File: src/rtl/cache_miss_ctrl.sv
// Direct-mapped cache miss/write-through controller: 4-word refill on read miss, no write-allocate; stalls until memory handshakes finish.
// Statistics counters only exist when CACHE_MISS_STATS_EN is defined; otherwise hit_count/miss_count are tied to 0.
module cache_miss_ctrl #(
  parameter int WIDTH      = 32,
  parameter int MEM_SIZE   = 32,
  parameter int LINE_WORDS = 4,
  localparam int AW = $clog2(MEM_SIZE),
  localparam int OW = $clog2(LINE_WORDS),
  localparam int TW = AW - OW - 1
) (
  input  logic             clk,
  input  logic             rst,
  input  logic             req_valid,
  input  logic             req_write,
  input  logic [AW-1:0]    req_addr,
  input  logic [WIDTH-1:0] req_wdata,
  input  logic             hit,
  input  logic [WIDTH-1:0] mem_rdata,
  input  logic             mem_ready,
  output logic             stall,
  output logic             mem_rd_en,
  output logic             mem_wr_en,
  output logic [AW-1:0]    mem_addr,
  output logic [WIDTH-1:0] mem_wdata,
  output logic             cache_we,
  output logic             cache_index,
  output logic [OW-1:0]    cache_offset,
  output logic [WIDTH-1:0] cache_wdata,
  output logic             tag_we,
  output logic [TW-1:0]    tag_out,
  output logic             resp_valid,
  output logic [WIDTH-1:0] resp_data,
  output logic [15:0]      hit_count,
  output logic [15:0]      miss_count
);

  typedef enum logic [2:0] {IDLE, REFILL, TAG, WRITE, DONE} state_t;

  state_t           state;
  logic [OW-1:0]    cnt;
  logic [AW-1:0]    cap_addr;
  logic             cap_write;
  logic             cap_hit;
  logic [WIDTH-1:0] cap_wdata;
  logic             first_wr;

  logic [TW-1:0]    cap_tag;
  logic             cap_index;
  logic [OW-1:0]    cap_offset;

  assign cap_tag    = cap_addr[AW-1:OW+1];
  assign cap_index  = cap_addr[OW];
  assign cap_offset = cap_addr[OW-1:0];

  always_ff @(posedge clk) begin
    if (rst) begin
      state     <= IDLE;
      cnt       <= '0;
      resp_data <= '0;
      cap_addr  <= '0;
      cap_write <= 1'b0;
      cap_hit   <= 1'b0;
      cap_wdata <= '0;
      first_wr  <= 1'b0;
    end else begin
      case (state)
        IDLE: begin
          if (req_valid) begin
            cap_addr  <= req_addr;
            cap_write <= req_write;
            cap_wdata <= req_wdata;
            cap_hit   <= hit;
            if (req_write) begin
              state    <= WRITE;
              first_wr <= 1'b1;
            end else if (!hit) begin
              state <= REFILL;
              cnt   <= '0;
            end
          end
        end
        REFILL: begin
          if (mem_ready) begin
            if (cnt == cap_offset) resp_data <= mem_rdata;
            // cnt wraps back to 0 naturally as the last word is accepted
            cnt <= cnt + 1'b1;
            if (cnt == OW'(LINE_WORDS - 1)) state <= TAG;
          end
        end
        TAG:   state <= DONE;
        WRITE: begin
          first_wr <= 1'b0;
          if (mem_ready) state <= DONE;
        end
        DONE:    state <= IDLE;
        default: state <= IDLE;
      endcase
    end
  end

  always_comb begin
    stall        = 1'b0;
    mem_rd_en    = 1'b0;
    mem_wr_en    = 1'b0;
    mem_addr     = cap_addr;
    mem_wdata    = cap_wdata;
    cache_we     = 1'b0;
    cache_index  = cap_index;
    cache_offset = cap_offset;
    cache_wdata  = cap_wdata;
    tag_we       = 1'b0;
    tag_out      = cap_tag;
    resp_valid   = 1'b0;
    if (!rst) begin
      case (state)
        IDLE: stall = req_valid && (req_write || !hit);
        REFILL: begin
          stall        = 1'b1;
          mem_rd_en    = 1'b1;
          mem_addr     = {cap_tag, cap_index, cnt};
          cache_we     = mem_ready;
          cache_offset = cnt;
          cache_wdata  = mem_rdata;
        end
        TAG: begin
          stall  = 1'b1;
          tag_we = 1'b1;
        end
        WRITE: begin
          stall     = 1'b1;
          mem_wr_en = 1'b1;
          // only a write hit updates the cached copy, and only once
          cache_we  = cap_hit && first_wr;
        end
        DONE:    resp_valid = !cap_write;
        default: ;
      endcase
    end
  end

`ifdef CACHE_MISS_STATS_EN
  logic [15:0] hit_q;
  logic [15:0] miss_q;

  always_ff @(posedge clk) begin
    if (rst) begin
      hit_q  <= '0;
      miss_q <= '0;
    end else if (state == IDLE && req_valid && !req_write) begin
      if (hit && hit_q != 16'hFFFF)   hit_q  <= hit_q + 16'd1;
      if (!hit && miss_q != 16'hFFFF) miss_q <= miss_q + 16'd1;
    end
  end

  assign hit_count  = hit_q;
  assign miss_count = miss_q;
`else
  assign hit_count  = 16'd0;
  assign miss_count = 16'd0;
`endif

endmodule

File: config.mk
export PLATFORM = sky130hd
export DESIGN_NAME = cache_miss_ctrl
export DESIGN_NICKNAME = d
export VERILOG_FILES = /design/src/rtl/cache_miss_ctrl.sv
export SDC_FILE = /design/constraint.sdc
export NUM_CORES = 1
export LEC_CHECK = 0
export ABC_AREA = 1
export CORE_MARGIN = 2
export CORE_UTILIZATION = 38
export CTS_CLUSTER_DIAMETER = 200
export DETAILED_ROUTE_END_ITERATION = 7
export GPL_TIMING_DRIVEN = 0
export PLACE_DENSITY_LB_ADDON = 0.12
export SLEW_MARGIN = 5
export SYNTH_ARGS = -nofsm -noshare
export SYNTH_HDL_FRONTEND = slang
export SYNTH_SLANG_ARGS = --single-unit
File: constraint.sdc
create_clock -name clk -period 2.1 [get_ports clk]
set_clock_uncertainty 0.15 [all_clocks]
set_input_delay 0.42 -clock clk [delete_from_list [all_inputs] [get_ports clk]]
set_output_delay 0.42 -clock clk [all_outputs]
set_load 0.02 [all_outputs]
After elaboration in Yosys (flattened, before gate mapping)
Cells that the tools add are included.
{ "totals": {"reg_bits": 77, "output_inout_bits": 144} }
{ "classes": {"addsub": 1, "eq_ne": 14, "muxes": 33, "n_reduce_logical": 14} }
{ "op_table": {"columns": ["op", "count"], "rows": [
  ["32-bit two-way mux", 2],
  ["3-bit two-way mux", 6],
  ["2-bit two-way mux", 8],
  ["2-bit != test, second input constant", 7],
  ["1-bit two-way mux", 12],
  ["3-bit one-hot mux with 4 select lines", 1],
  ["5-bit AND reduction", 2],
  ["3-bit by 2-bit equality test with 1-bit output, second input constant", 2],
  ["1-bit one-hot mux with 2 select lines", 3],
  ["3-bit AND reduction", 2],
  ["2-bit one-hot mux with 2 select lines", 1],
  ["2-bit nonzero test", 2],
  ["3-bit by 1-bit equality test with 1-bit output, second input constant", 1],
  ["3-bit equality test, second input constant", 1],
  ["3-bit zero test", 1],
  ["3-bit != test, second input constant", 1],
  ["3-bit OR reduction", 1],
  ["2-bit by 1-bit adder with 2-bit output, second input constant", 1],
  ["2-bit equality test", 1],
  ["2-bit equality test, second input constant", 1],
  ["1-bit logical AND", 2],
  ["1-bit zero test", 2],
  ["2-bit AND reduction", 1],
  ["1-bit logical OR", 1]
]} }

Logic depth before layout (Yosys ltp)
{ "depth": {"ltp_word": 5, "depth_mapped": 9} }

Worst setup path after synthesis
No wires, ideal clock.
{ "synth_path": {"path_type": "reg2out", "from": "register state[2]", "to": "output mem_addr[1]", "arrival_ns": 1.550, "t_required_ns": 1.530, "slack_ns": -0.020, "stages_incl_launch_ff": 7, "path_buffers": 2, "cell_sequence": "dfxtp_1 -> inv_2 -> nand3_2 -> nor2_2 -> buf_2 -> o21ai_0 -> buf_4"} }
{ "synth_between": {"elab_chain_len": 3} }
{ "synth_lines": {"columns": ["element", "line", "text"], "rows": [
  ["start, declared", "39", "state_t state;"],
  ["start signal, assigned", "57", "state <= IDLE;"],
  ["start signal, assigned", "74", "state <= WRITE;"],
  ["start signal, assigned", "77", "state <= REFILL;"],
  ["3-bit by 1-bit equality test with 1-bit output", "115", "case (state)"],
  ["2-bit two-way mux", "115", null],
  ["2-bit two-way mux", "114", "if (!rst) begin"],
  ["end, declared", "23", "output logic [AW-1:0] mem_addr,"]
]} }
Every way passes these cells.

Worst setup path in the final report
{ "layout_path": {"from": "register state[2]", "to": "output cache_wdata[26]"} }
{ "layout_between": {"elab_chain_len": 3} }
{ "layout_lines": {"columns": ["element", "line", "text"], "rows": [
  ["3-bit by 1-bit equality test with 1-bit output", "115", null],
  ["32-bit two-way mux", "115", null],
  ["32-bit two-way mux", "114", null],
  ["end, declared", "28", "output logic [WIDTH-1:0] cache_wdata,"]
]} }
Every way passes these cells.

==> flow_metrics.tcl <==
set metrics [dict create \
    outcome "finished with violations" \
    violations "negative setup slack" \
    ys_seq_area_share_pct 39.5 \
    ios 219 \
    initial_core_util_pct 39.5 \
    final_cells 956 \
    setup-tns-final_ps -2090 \
    die_width_um 105 \
    area_growth_pct 74.6 \
    drcViolationCount 0 \
    htreeDepth 3 \
    start_kind "flip-flop" \
    die_area_mm2 0.0111 \
    grt_max_degree 16 \
    avgSynthCellArea_um2 6.86 \
    leakagePower_nw 2.99 \
    cp_max_fo 6 \
    nets 894 \
    gr-usage-all-layers_pct 23.3 \
    p_per_area_mw_per_mm2 1110 \
    n_fill_cell 812 \
    drive_gt1_share_pct 30.0 \
    grt-ovfl-total 0 \
    antenna_found_initial 0 \
    cts_buffer_depth 2 \
    fin_total_pwr_w 0.00755 \
    via_count 4480 \
    max_stage_delay_ps 330 \
    cts.sinks 77 \
    antennaDiodeCount 0 \
    hpwl_mm 10.3 \
    mostFrequentLayoutCell "clkdlybuf4s50_1" \
    ys_ff_latch 77 \
    die_y_um 105 \
    setup_ws_ps -104 \
    cts.clk_slew.worst_paths_ps 80 \
    routedWlPerCell_um 14.5 \
    fmax_mhz 454 \
    cts_tree "yes" \
    max_slew_margin_pct 59.1 \
    viasPerCell 4.69 \
    routed_wl_mm 13.9 \
    grt_pass1_wl_mm 20.7 \
    setup-violations-final 34 \
    hold_viol_final 0 \
    arrival_ps 1630 \
    critPathRequiredTime_ps 1530 \
    ir_drop_v 0.000685 \
    yosysUniqueCellTypes 22 \
    cts-root-buf "clkbuf_8" \
    layout_common_cells "clkdlybuf4s50_1, nand2_1, buf_4" \
    antenna_left 0 \
    crit_chain "inv_2, nand3_4, nor2_4, buf_6, buf_12, nor2_4, a21oi_2, buf_6" \
    grt_pass1_vias 4159 \
    first_pass_iters 5 \
    crit_slowest_cell "dfxtp_2" \
    post-route-period-util_pct 105 \
    gp_congestion 0.889 \
    syn_inst 569 \
    worstSetupPathType "reg2out" \
    clk_latency_ps 340 \
    drtIter0Drc 187 \
    yosys_warnings 0 \
    row_count 36 \
    timing.final.crit_period_ps 2200 \
    cts_buffers 9 \
    tightest_slew_ps 614 \
    endpoint_kind "output pin" \
    timing.max_cap.violations 0 \
    maxSlewViolCount 0 \
    core-area_mm2 0.00986 \
    hold_path_class "reg2reg" \
    numPortBuffers 186 \
    synth_area_mm2 0.00390 \
    dp.cells 919 \
    rsz0062_at_grt "yes" \
]
-- final timing paths --
check	slack (ps)	end	from	cells past startpoint
max	-100	cache_wdata[26]	state[2]$_SDFFE_PP0P_	8
min	330	first_wr$_SDFFE_PP0P_	first_wr$_SDFFE_PP0P_	2
max reg2reg	370	resp_data[19]$_SDFFE_PP0P_	state[2]$_SDFFE_PP0P_	9
min reg2reg	330	first_wr$_SDFFE_PP0P_	first_wr$_SDFFE_PP0P_	2
-- Yosys cell counts --
cell	count	area, µm²
a21oi_1	97	485
a21oi_2	10	87.6
buf_12	1	20.0
buf_2	24	120
buf_4	41	308
buf_6	2	22.5
clkbuf_1	6	22.5
clkinv_1	1	3.75
conb_1	1	3.75
dfxtp_1	77	1540
ha_1	1	12.5
inv_1	43	161
inv_2	4	15.0
nand2_1	125	469
nand2_2	12	75.1
nand3_1	39	195
nand3_2	1	10.0
nor2_1	75	282
nor2_2	1	6.26
nor2_4	3	33.8
nor4_1	1	6.26
o21ai_0	4	20.0
-- area by class of cell --
cell class / count / area (µm²) / share of cell area (%)
multi-input combinational: 401 / 2130 / 31.3
timing repair buffer: 208 / 2050 / 30.0
sequential: 77 / 1550 / 22.7
buffer: 73 / 553 / 8.12
inverter: 48 / 185 / 2.72
tap: 133 / 166 / 2.44
clock buffer: 9 / 124 / 1.82
clock inverter: 7 / 57.6 / 0.845
-- repair_timing --
action | 4_1_cts | 5_1_grt
hold buffers | 0 | 0
gates cloned | 1 | 1
pin swaps | 3 | 4
setup buffers | 18 | 2
setup endpoints to repair | 42 | 40
gates resized for setup | 290 | 55
-- state kept, by name, indices dropped and copies added (netlist names) --
register   cells
cap_addr       5
cap_hit        1
state          3
resp_data     32
mem_wdata     32
first_wr       1
cnt            2
cap_write      1
-- routing by layer --
metal | vias up | part of all wire (%) | global-route usage, %
li1 | 2221 | - | -
met1 | 2035 | 41 | 28.4
met2 | 190 | 49 | 40.1
met3 | 34 | 7.2 | 4.21
met4 | 0 | 2.9 | 9.90
met5 | - | 0 | 0
-- per-stage QoR --
stage | setup WS (ps) | util, % | hold WS [ps] | cell area [µm²]
after floorplan | 143 | - | 276 | 4020
after global placement | -1110 | 61.3 | 282 | 6050
after detailed placement | -1120 | 61.3 | 290 | 6050
after CTS | -99.7 | 66.7 | 302 | 6580
after global routing | -170 | 69.1 | 346 | 6810
final | -104 | 69.1 | 326 | 6810
-- critical path, delay by kind of cell (launching register included) --
family	cells	cell delay (ps)
compound gates	1	140
buf+inv	4	540
simple gates	3	280
flops	1	330
-- cell families (layout without fill, tap and decap cells) --
logic type	count (synthesis)	count (layout)	synth area share (%)
simple gates	257	257	27.6
buf+inv	122	345	17.3
compound gates	111	111	15.2
flops	77	77	39.5
fa+ha+maj	1	1	0.321
other cells	1	32	0.0961
-- report_power, final --
group / switching, W / total (W) / internal, W
sequential: 0.000254 / 0.00202 / 0.00176
clock: 0.000595 / 0.00104 / 0.000443
combinational: 0.00249 / 0.00449 / 0.00200
total: 0.00334 / 0.00755 / 0.00421
No activity file was read; power rests on OpenSTA's default activity.
